===== src/rtl/karatsuba_mult_scheduler_pkg.sv =====
// Shared constants for the Karatsuba multiplier scheduler: operand widths and
// one-hot FSM state encodings.
package karatsuba_mult_scheduler_pkg;

    localparam int unsigned HALF_W = 16;
    localparam int unsigned FULL_W = 32;
    localparam int unsigned PROD_W = 2 * FULL_W;

    localparam logic [4:0] ST_IDLE = 5'b00001;
    localparam logic [4:0] ST_LL   = 5'b00010;
    localparam logic [4:0] ST_HH   = 5'b00100;
    localparam logic [4:0] ST_MID  = 5'b01000;
    localparam logic [4:0] ST_RESP = 5'b10000;

endpackage


===== src/rtl/karatsuba_mult_scheduler_if.sv =====
// Request/response bundle between client engines (master) and the shared
// Karatsuba multiplier scheduler (slave).
interface karatsuba_mult_scheduler_if #(
    parameter int unsigned NREQ = 4
);
    import karatsuba_mult_scheduler_pkg::*;

    localparam int unsigned IDW = (NREQ > 1) ? $clog2(NREQ) : 1;

    logic [NREQ-1:0]        req_valid;
    logic [NREQ-1:0]        req_ready;
    logic [NREQ*FULL_W-1:0] req_a;
    logic [NREQ*FULL_W-1:0] req_b;
    logic                   resp_valid;
    logic                   resp_ready;
    logic [IDW-1:0]         resp_id;
    logic [PROD_W-1:0]      resp_c;

    modport master (
        output req_valid, req_a, req_b, resp_ready,
        input  req_ready, resp_valid, resp_id, resp_c
    );

    modport slave (
        input  req_valid, req_a, req_b, resp_ready,
        output req_ready, resp_valid, resp_id, resp_c
    );

endinterface


===== src/rtl/adder_Nbit.sv =====
// Arithmetic library: W-bit unsigned adder, result wraps modulo 2^W.
module adder_Nbit #(
    parameter int unsigned W = 16
) (
    input  logic [W-1:0] a,
    input  logic [W-1:0] b,
    output logic [W-1:0] sum
);
    assign sum = a + b;
endmodule


===== src/rtl/karatsuba_mult_scheduler_rr_arbiter.sv =====
// Combinational round-robin arbiter: grants the first requester at or after
// ptr, searching circularly.
module karatsuba_mult_scheduler_rr_arbiter #(
    parameter int unsigned NREQ = 4,
    localparam int unsigned IDW = (NREQ > 1) ? $clog2(NREQ) : 1
) (
    input  logic [NREQ-1:0] req,
    input  logic [IDW-1:0]  ptr,
    output logic [NREQ-1:0] grant,
    output logic [IDW-1:0]  grant_idx
);
    logic [IDW-1:0] sel;
    logic           found;

    always_comb begin
        grant     = '0;
        grant_idx = '0;
        found     = 1'b0;
        sel       = '0;
        for (int unsigned k = 0; k < NREQ; k++) begin
            sel = IDW'((32'(ptr) + k) % NREQ);
            if (!found && req[sel]) begin
                found      = 1'b1;
                grant[sel] = 1'b1;
                grant_idx  = sel;
            end
        end
    end
endmodule


===== src/rtl/mult_16.sv =====
// Arithmetic library: unsigned 16x16 -> 32 combinational multiplier.
module mult_16 (
    input  logic [15:0] a,
    input  logic [15:0] b,
    output logic [31:0] p
);
    assign p = 32'(a) * 32'(b);
endmodule


===== src/rtl/karatsuba_mult_scheduler.sv =====
// Shares one 16x16 multiplier among NREQ clients; each accepted 32x32 product
// is built from three Karatsuba partial products over LL, HH and MID cycles.
module karatsuba_mult_scheduler
    import karatsuba_mult_scheduler_pkg::*;
#(
    parameter int unsigned NREQ = 4,
    localparam int unsigned IDW = (NREQ > 1) ? $clog2(NREQ) : 1
) (
    input  logic clk,
    input  logic rst,
    output logic busy,
    karatsuba_mult_scheduler_if.slave bus
);
    logic [4:0]          state, state_nxt;
    logic [IDW-1:0]      rr_ptr, id_q, grant_idx;
    logic [NREQ-1:0]     grant;
    logic [FULL_W-1:0]   a_q, b_q, ll_q, hh_q, mul_p;
    logic [HALF_W-1:0]   mul_x, mul_y;
    logic [HALF_W:0]     xs, ys;
    logic [FULL_W+1:0]   p_mid;
    logic [FULL_W:0]     m_mid;
    logic [PROD_W-1:0]   mid_sh, prod;
    logic                accept;

    karatsuba_mult_scheduler_rr_arbiter #(.NREQ(NREQ)) u_arb (
        .req       (bus.req_valid),
        .ptr       (rr_ptr),
        .grant     (grant),
        .grant_idx (grant_idx)
    );

    assign accept         = (state == ST_IDLE) && (|bus.req_valid);
    assign bus.req_ready  = (state == ST_IDLE) ? grant : '0;
    assign bus.resp_valid = (state == ST_RESP);
    assign busy           = (state != ST_IDLE);

    always_ff @(posedge clk) begin
        if (rst) state <= ST_IDLE;
        else     state <= state_nxt;
    end

    always_comb begin
        state_nxt = state;
        case (state)
            ST_IDLE: if (|bus.req_valid) state_nxt = ST_LL;
            ST_LL:   state_nxt = ST_HH;
            ST_HH:   state_nxt = ST_MID;
            ST_MID:  state_nxt = ST_RESP;
            ST_RESP: if (bus.resp_ready) state_nxt = ST_IDLE;
            default: state_nxt = ST_IDLE;
        endcase
    end

    // Multiplier operands depend on state only; zero outside LL/HH/MID.
    always_comb begin
        mul_x = '0;
        mul_y = '0;
        case (state)
            ST_LL:  begin mul_x = a_q[HALF_W-1:0];      mul_y = b_q[HALF_W-1:0];      end
            ST_HH:  begin mul_x = a_q[FULL_W-1:HALF_W]; mul_y = b_q[FULL_W-1:HALF_W]; end
            ST_MID: begin mul_x = xs[HALF_W-1:0];       mul_y = ys[HALF_W-1:0];       end
            default: ;
        endcase
    end

    mult_16 u_mul (.a(mul_x), .b(mul_y), .p(mul_p));

    adder_Nbit #(.W(HALF_W+1)) u_xs (
        .a({1'b0, a_q[FULL_W-1:HALF_W]}), .b({1'b0, a_q[HALF_W-1:0]}), .sum(xs));
    adder_Nbit #(.W(HALF_W+1)) u_ys (
        .a({1'b0, b_q[FULL_W-1:HALF_W]}), .b({1'b0, b_q[HALF_W-1:0]}), .sum(ys));

    // Fold the 17th sum bits back in so a 16x16 multiplier yields Xs*Ys.
    always_comb begin
        p_mid = {2'b00, mul_p};
        if (xs[HALF_W]) p_mid = p_mid + {2'b00, ys[HALF_W-1:0], 16'h0000};
        if (ys[HALF_W]) p_mid = p_mid + {2'b00, xs[HALF_W-1:0], 16'h0000};
        if (xs[HALF_W] && ys[HALF_W]) p_mid = p_mid + 34'h1_0000_0000;
        m_mid  = 33'(p_mid - {2'b00, ll_q} - {2'b00, hh_q});
        mid_sh = {15'h0000, m_mid, 16'h0000};
    end

    // HH<<32 and LL occupy disjoint bits, so they concatenate into one addend.
    adder_Nbit #(.W(PROD_W)) u_fin (.a({hh_q, ll_q}), .b(mid_sh), .sum(prod));

    always_ff @(posedge clk) begin
        if (rst) begin
            rr_ptr      <= '0;
            id_q        <= '0;
            a_q         <= '0;
            b_q         <= '0;
            ll_q        <= '0;
            hh_q        <= '0;
            bus.resp_c  <= '0;
            bus.resp_id <= '0;
        end else begin
            if (accept) begin
                a_q    <= bus.req_a[32'(grant_idx) * FULL_W +: FULL_W];
                b_q    <= bus.req_b[32'(grant_idx) * FULL_W +: FULL_W];
                id_q   <= grant_idx;
                rr_ptr <= (grant_idx == IDW'(NREQ - 1)) ? '0 : grant_idx + 1'b1;
            end
            if (state == ST_LL) ll_q <= mul_p;
            if (state == ST_HH) hh_q <= mul_p;
            if (state == ST_MID) begin
                bus.resp_c  <= prod;
                bus.resp_id <= id_q;
            end
        end
    end

endmodule


===== src/flat_wrapper.sv =====
// flat-port wrapper written by rule: the top's interface ports become plain ports
module karatsuba_mult_scheduler_flat import karatsuba_mult_scheduler_pkg::*;
#(
    parameter int unsigned NREQ = 4,
    localparam int unsigned IDW = (NREQ > 1) ? $clog2(NREQ) : 1
)
  (clk, rst, busy, bus_req_valid, bus_req_a, bus_req_b, bus_resp_ready, bus_req_ready, bus_resp_valid, bus_resp_id, bus_resp_c);
  karatsuba_mult_scheduler_if #(.NREQ(NREQ)) bus_i ();
  input  logic clk;
  input  logic rst;
  output logic busy;
  input wire logic [$bits(bus_i.req_valid)-1:0] bus_req_valid;
  input wire logic [$bits(bus_i.req_a)-1:0] bus_req_a;
  input wire logic [$bits(bus_i.req_b)-1:0] bus_req_b;
  input wire logic [$bits(bus_i.resp_ready)-1:0] bus_resp_ready;
  output wire logic [$bits(bus_i.req_ready)-1:0] bus_req_ready;
  output wire logic [$bits(bus_i.resp_valid)-1:0] bus_resp_valid;
  output wire logic [$bits(bus_i.resp_id)-1:0] bus_resp_id;
  output wire logic [$bits(bus_i.resp_c)-1:0] bus_resp_c;
  assign bus_i.req_valid = bus_req_valid;
  assign bus_i.req_a = bus_req_a;
  assign bus_i.req_b = bus_req_b;
  assign bus_i.resp_ready = bus_resp_ready;
  assign bus_req_ready = bus_i.req_ready;
  assign bus_resp_valid = bus_i.resp_valid;
  assign bus_resp_id = bus_i.resp_id;
  assign bus_resp_c = bus_i.resp_c;
  karatsuba_mult_scheduler #(.NREQ(NREQ)) u_core (.clk(clk), .rst(rst), .busy(busy), .bus(bus_i));
endmodule

===== config.mk =====
export PLATFORM = sky130hd
export DESIGN_NAME = karatsuba_mult_scheduler_flat
export DESIGN_NICKNAME = d
export VERILOG_FILES = /design/src/rtl/karatsuba_mult_scheduler_pkg.sv /design/src/rtl/karatsuba_mult_scheduler_if.sv /design/src/rtl/adder_Nbit.sv /design/src/rtl/karatsuba_mult_scheduler_rr_arbiter.sv /design/src/rtl/mult_16.sv /design/src/rtl/karatsuba_mult_scheduler.sv /design/src/flat_wrapper.sv
export SDC_FILE = /design/constraint.sdc
export NUM_CORES = 2
export LEC_CHECK = 0
export ABC_AREA = 1
export CELL_PAD_IN_SITES_DETAIL_PLACEMENT = 0
export CELL_PAD_IN_SITES_GLOBAL_PLACEMENT = 1
export CORE_UTILIZATION = 41
export DETAILED_ROUTE_END_ITERATION = 6
export GPL_TIMING_DRIVEN = 0
export MAX_ROUTING_LAYER = met4
export PLACE_DENSITY_LB_ADDON = 0.12
export SETUP_SLACK_MARGIN = 0.3
export SLEW_MARGIN = 25
export SYNTH_ARGS = -nofsm -noshare
export SYNTH_HDL_FRONTEND = slang
export SYNTH_SLANG_ARGS = --single-unit

===== constraint.sdc =====
create_clock -name clk -period 13.1 [get_ports clk]
set_input_delay 3.275 -clock clk [delete_from_list [all_inputs] [get_ports clk]]
set_output_delay 3.275 -clock clk [all_outputs]
set_load 0.02 [all_outputs]

==> impl_results.md <==
* Status: completed
* Core area at approximately 70000 um2
* Final Util at between 50% and 60%
* Yosys top cell by area: fa_1
* CTS tree: done
* Width of the die at about 270 um
* Average vias per placed instance at just over 5
* Post-synthesis adder-cell area fraction at 25.56%
* Lkg Pwr at 20.66 nW
* Min-Delay Path Depth at 2
* Port buffer count at about 330
* DR vias at 32578
* Area Growth Syn to Fin at 31.24%
* Worst setup EP type: flip-flop
* Synth Area in XOR/XNOR at roughly 2.5%
* Synth cell types at between 40 and 50
* IO Pins at 335
* Hold Slack at 498.7 ps
* Critical path class: flip-flop to flip-flop
* Std cell rows at 98
* Worst-path clk slew at 60 ps
* Clock skew at 54.53 ps
* First-pass iteration count of the detailed router at 5
* Final nets at 6079
* CTS root buf: clkbuf_16
* Number of clock sinks at 203
* Clock tree buffer depth at 3
* DR iter-0 viols at 2263
* Post-Syn Area at 29980 um2
* Initial Utilization at 41.66%
* Die Ht at around 270 um
* Simple-gate share of the synthesized area at between 30% and 40%
* # DRC at 0
* Final cycle utilization of the critical path at 96.21%
* # setup viols final at 0
* Largest family of logic cells by synthesized area: simple AND/OR/NAND/NOR gates
* Worst Reg-to-Reg Cells at 71
* Seq/Total Area, Yosys at 13.55%
* Initial antenna violation count at 2
* Placed Cells at 6133
* GRT Total Usage at 35.49%
* Actual slew at the worst max-slew pin at 1046 ps
* First-pass GRT wire length at approximately 190000 um
* Pre-CTS WS at -2183 ps
* Drt total wl at 131400 um
* Syn_area_per_cell at 6.183 um2
* Final RePlAce weighted congestion at 1.019
* Post-synth top cells: 1148 x inv_1, 1130 x nand2_1, 531 x nand3_1, 384 x nor2_1, 291 x a21oi_1
* Layout cells sized above 1 at between 10% and 20%
* Crit-path max FO at 10
* Slowest CP cell: fa_1
* Post-Syn Nets at 5586
* Worst-Skew Late Latency at about 600 ps
* Synthesized-area fraction occupied by ao, oa, aoi and oai cells at 10.75%
* Post-synth ARST share at 0%
* Synth warn at 0
* RSZ-0062 raised after global routing: true
* Max-slew violation count at 0
* Post-Syn Instances at 4849
* Yosys reg bits at roughly 200
* Maximum VDD drop at 0.2581 mV
* Remaining global-route overflow at 0
* Synth Flop Type: dfxtp_1
* Post-route ant nets at 0
* Finished Layout Cells at 6312
* Max cap viols at 0
* TritonCTS Buffers at 26
* Worst Setup Slack, final at 496.4 ps
* Mux contribution to synthesized area at 0%
* Hold WC Path Type: flip-flop to flip-flop
* Worst path bufs/invs at 13
* Tmin final at 12600 ps
* Final hold vios at 0
* PD cells at 235.7 nW/um2
* CP arrival at 13050 ps
* Largest net degree at the start of global routing at 15
* Fmax at 79.34 MHz
* Wire per inst at between 20 and 25 um
* Dpl hpwl at 110600 um
* CP Data Required Time at 13550 ps
* Post-synth top area share at 15.42%
* Most common cell in the netlist: inv_1
* Largest cells by area after synthesis: fa_1 15%, inv_1 14%, nand2_1 14%, dfxtp_1 14%, ha_1 10%
* EDFF count, synth at 0
* WP depth at 71
* Die ar. at between 70000 and 80000 um2
* Top delay family on crit path: adder cells
* Max transition margin at 30.26%
* Vias in the first global route at 31229
* CTS HTree Levels at 1
* Slowest Stage Delay on Critical Path at 540 ps
* Startpoint Class: flip-flop
* Cts hold-fix bufs at 0
layer usage:
layer	part of all wire (%)	up-vias	GRT usage, %
met5	0	-	-
met4	5.1	0	14.90
met3	5.7	228	4.064
met2	47	1082	58.51
met1	42	15345	43.82
li1	-	15923	-
flip-flops by register name (all words and copies together), names as in the netlist, named ones only:
register / cells
u_core.rr_ptr: 1
u_core.id_q: 2
u_core.a_q: 32
u_core.b_q: 32
u_core.bus.resp_c: 64
u_core.bus.resp_id: 2
u_core.state: 5
u_core.hh_q: 32
u_core.ll_q: 32
path summary, 6_finish.rpt:
path                                      from                    end  slack (ps)
worst max-delay path            u_core.b_q[16]  u_core.bus.resp_c[50]         500
worst min register to register  u_core.ll_q[0]   u_core.bus.resp_c[0]         500
worst min-delay path            u_core.ll_q[0]   u_core.bus.resp_c[0]         500
worst max register to register  u_core.b_q[16]  u_core.bus.resp_c[50]         500
kinds of logic after synthesis:
kind of cell	after synthesis
simple gates	2176
buf+inv	1316
compound gates	595
fa+ha+maj	474
flops	203
xor+xnor	85
worst reg2reg max path: cells and delay by family (launching register included):
| family | cells | cell delay [ps] |
|---|---|---|
| buffers and inverters | 13 | 1160 |
| adder cells (fa/ha/maj) | 15 | 5600 |
| XOR/XNOR | 2 | 290 |
| AO/OA/AOI/OAI | 3 | 620 |
| flip-flops | 1 | 330 |
| AND/OR/NAND/NOR | 38 | 4430 |
layout by cell type (no fill, tap or decap), types with 15 or more instances in the layout:
cell,n
a21oi_1,227
a21oi_2,51
a21oi_4,15
and2_1,20
buf_1,15
buf_2,41
buf_4,139
buf_6,22
clkbuf_1,57
clkbuf_16,26
clkdlybuf4s50_1,334
dfxtp_1,194
fa_1,217
ha_1,178
ha_4,55
inv_1,1108
inv_2,36
nand2_1,1008
nand2_2,82
nand2_4,45
nand3_1,493
nand3_2,35
nand4_1,35
nor2_1,336
nor2_2,30
nor2_4,22
nor3_1,19
o211ai_1,20
o21ai_0,147
o21ai_1,23
o21ai_2,19
o21bai_1,16
o22ai_1,21
xor2_1,49
power by group:
part	switching, mW	internal, mW	leakage, nW	total, mW
Clock	0.322	0.425	0.419	0.747
Sequential	0.106	0.737	1.66	0.843
Combinational	4.93	2.75	18.6	7.68
metrics by stage:
step / total power [mW] / TNS, ps / instance area [um2]
global route: 9.929 / 0 / 39350
floorplan: 4.809 / 0 / 29980
CTS: 8.242 / 0 / 37140
global placement: 6.842 / -52420 / 34510
detailed placement: 6.822 / -50090 / 34510
finish: 9.275 / 0 / 39350
repair_timing:
action,CTS,global route
resized for setup,335,430
endpoints found under the setup margin,29,28
gates cloned,0,0
setup buffers,53,78
pin swaps,74,200
cell type report:
cell class,count,area [um2]
Fill cell,7322,32630
Inverter,1155,4369
Multi-Input combinational cell,3330,23440
Buffer,161,987.2
Clock inverter,14,171.4
Clock buffer,32,703.2
Antenna cell,2,5.005
Tap cell,950,1189
Sequential cell,203,4078
Timing Repair Buffer,465,4408
No activity file was read; power rests on OpenSTA's default activity.
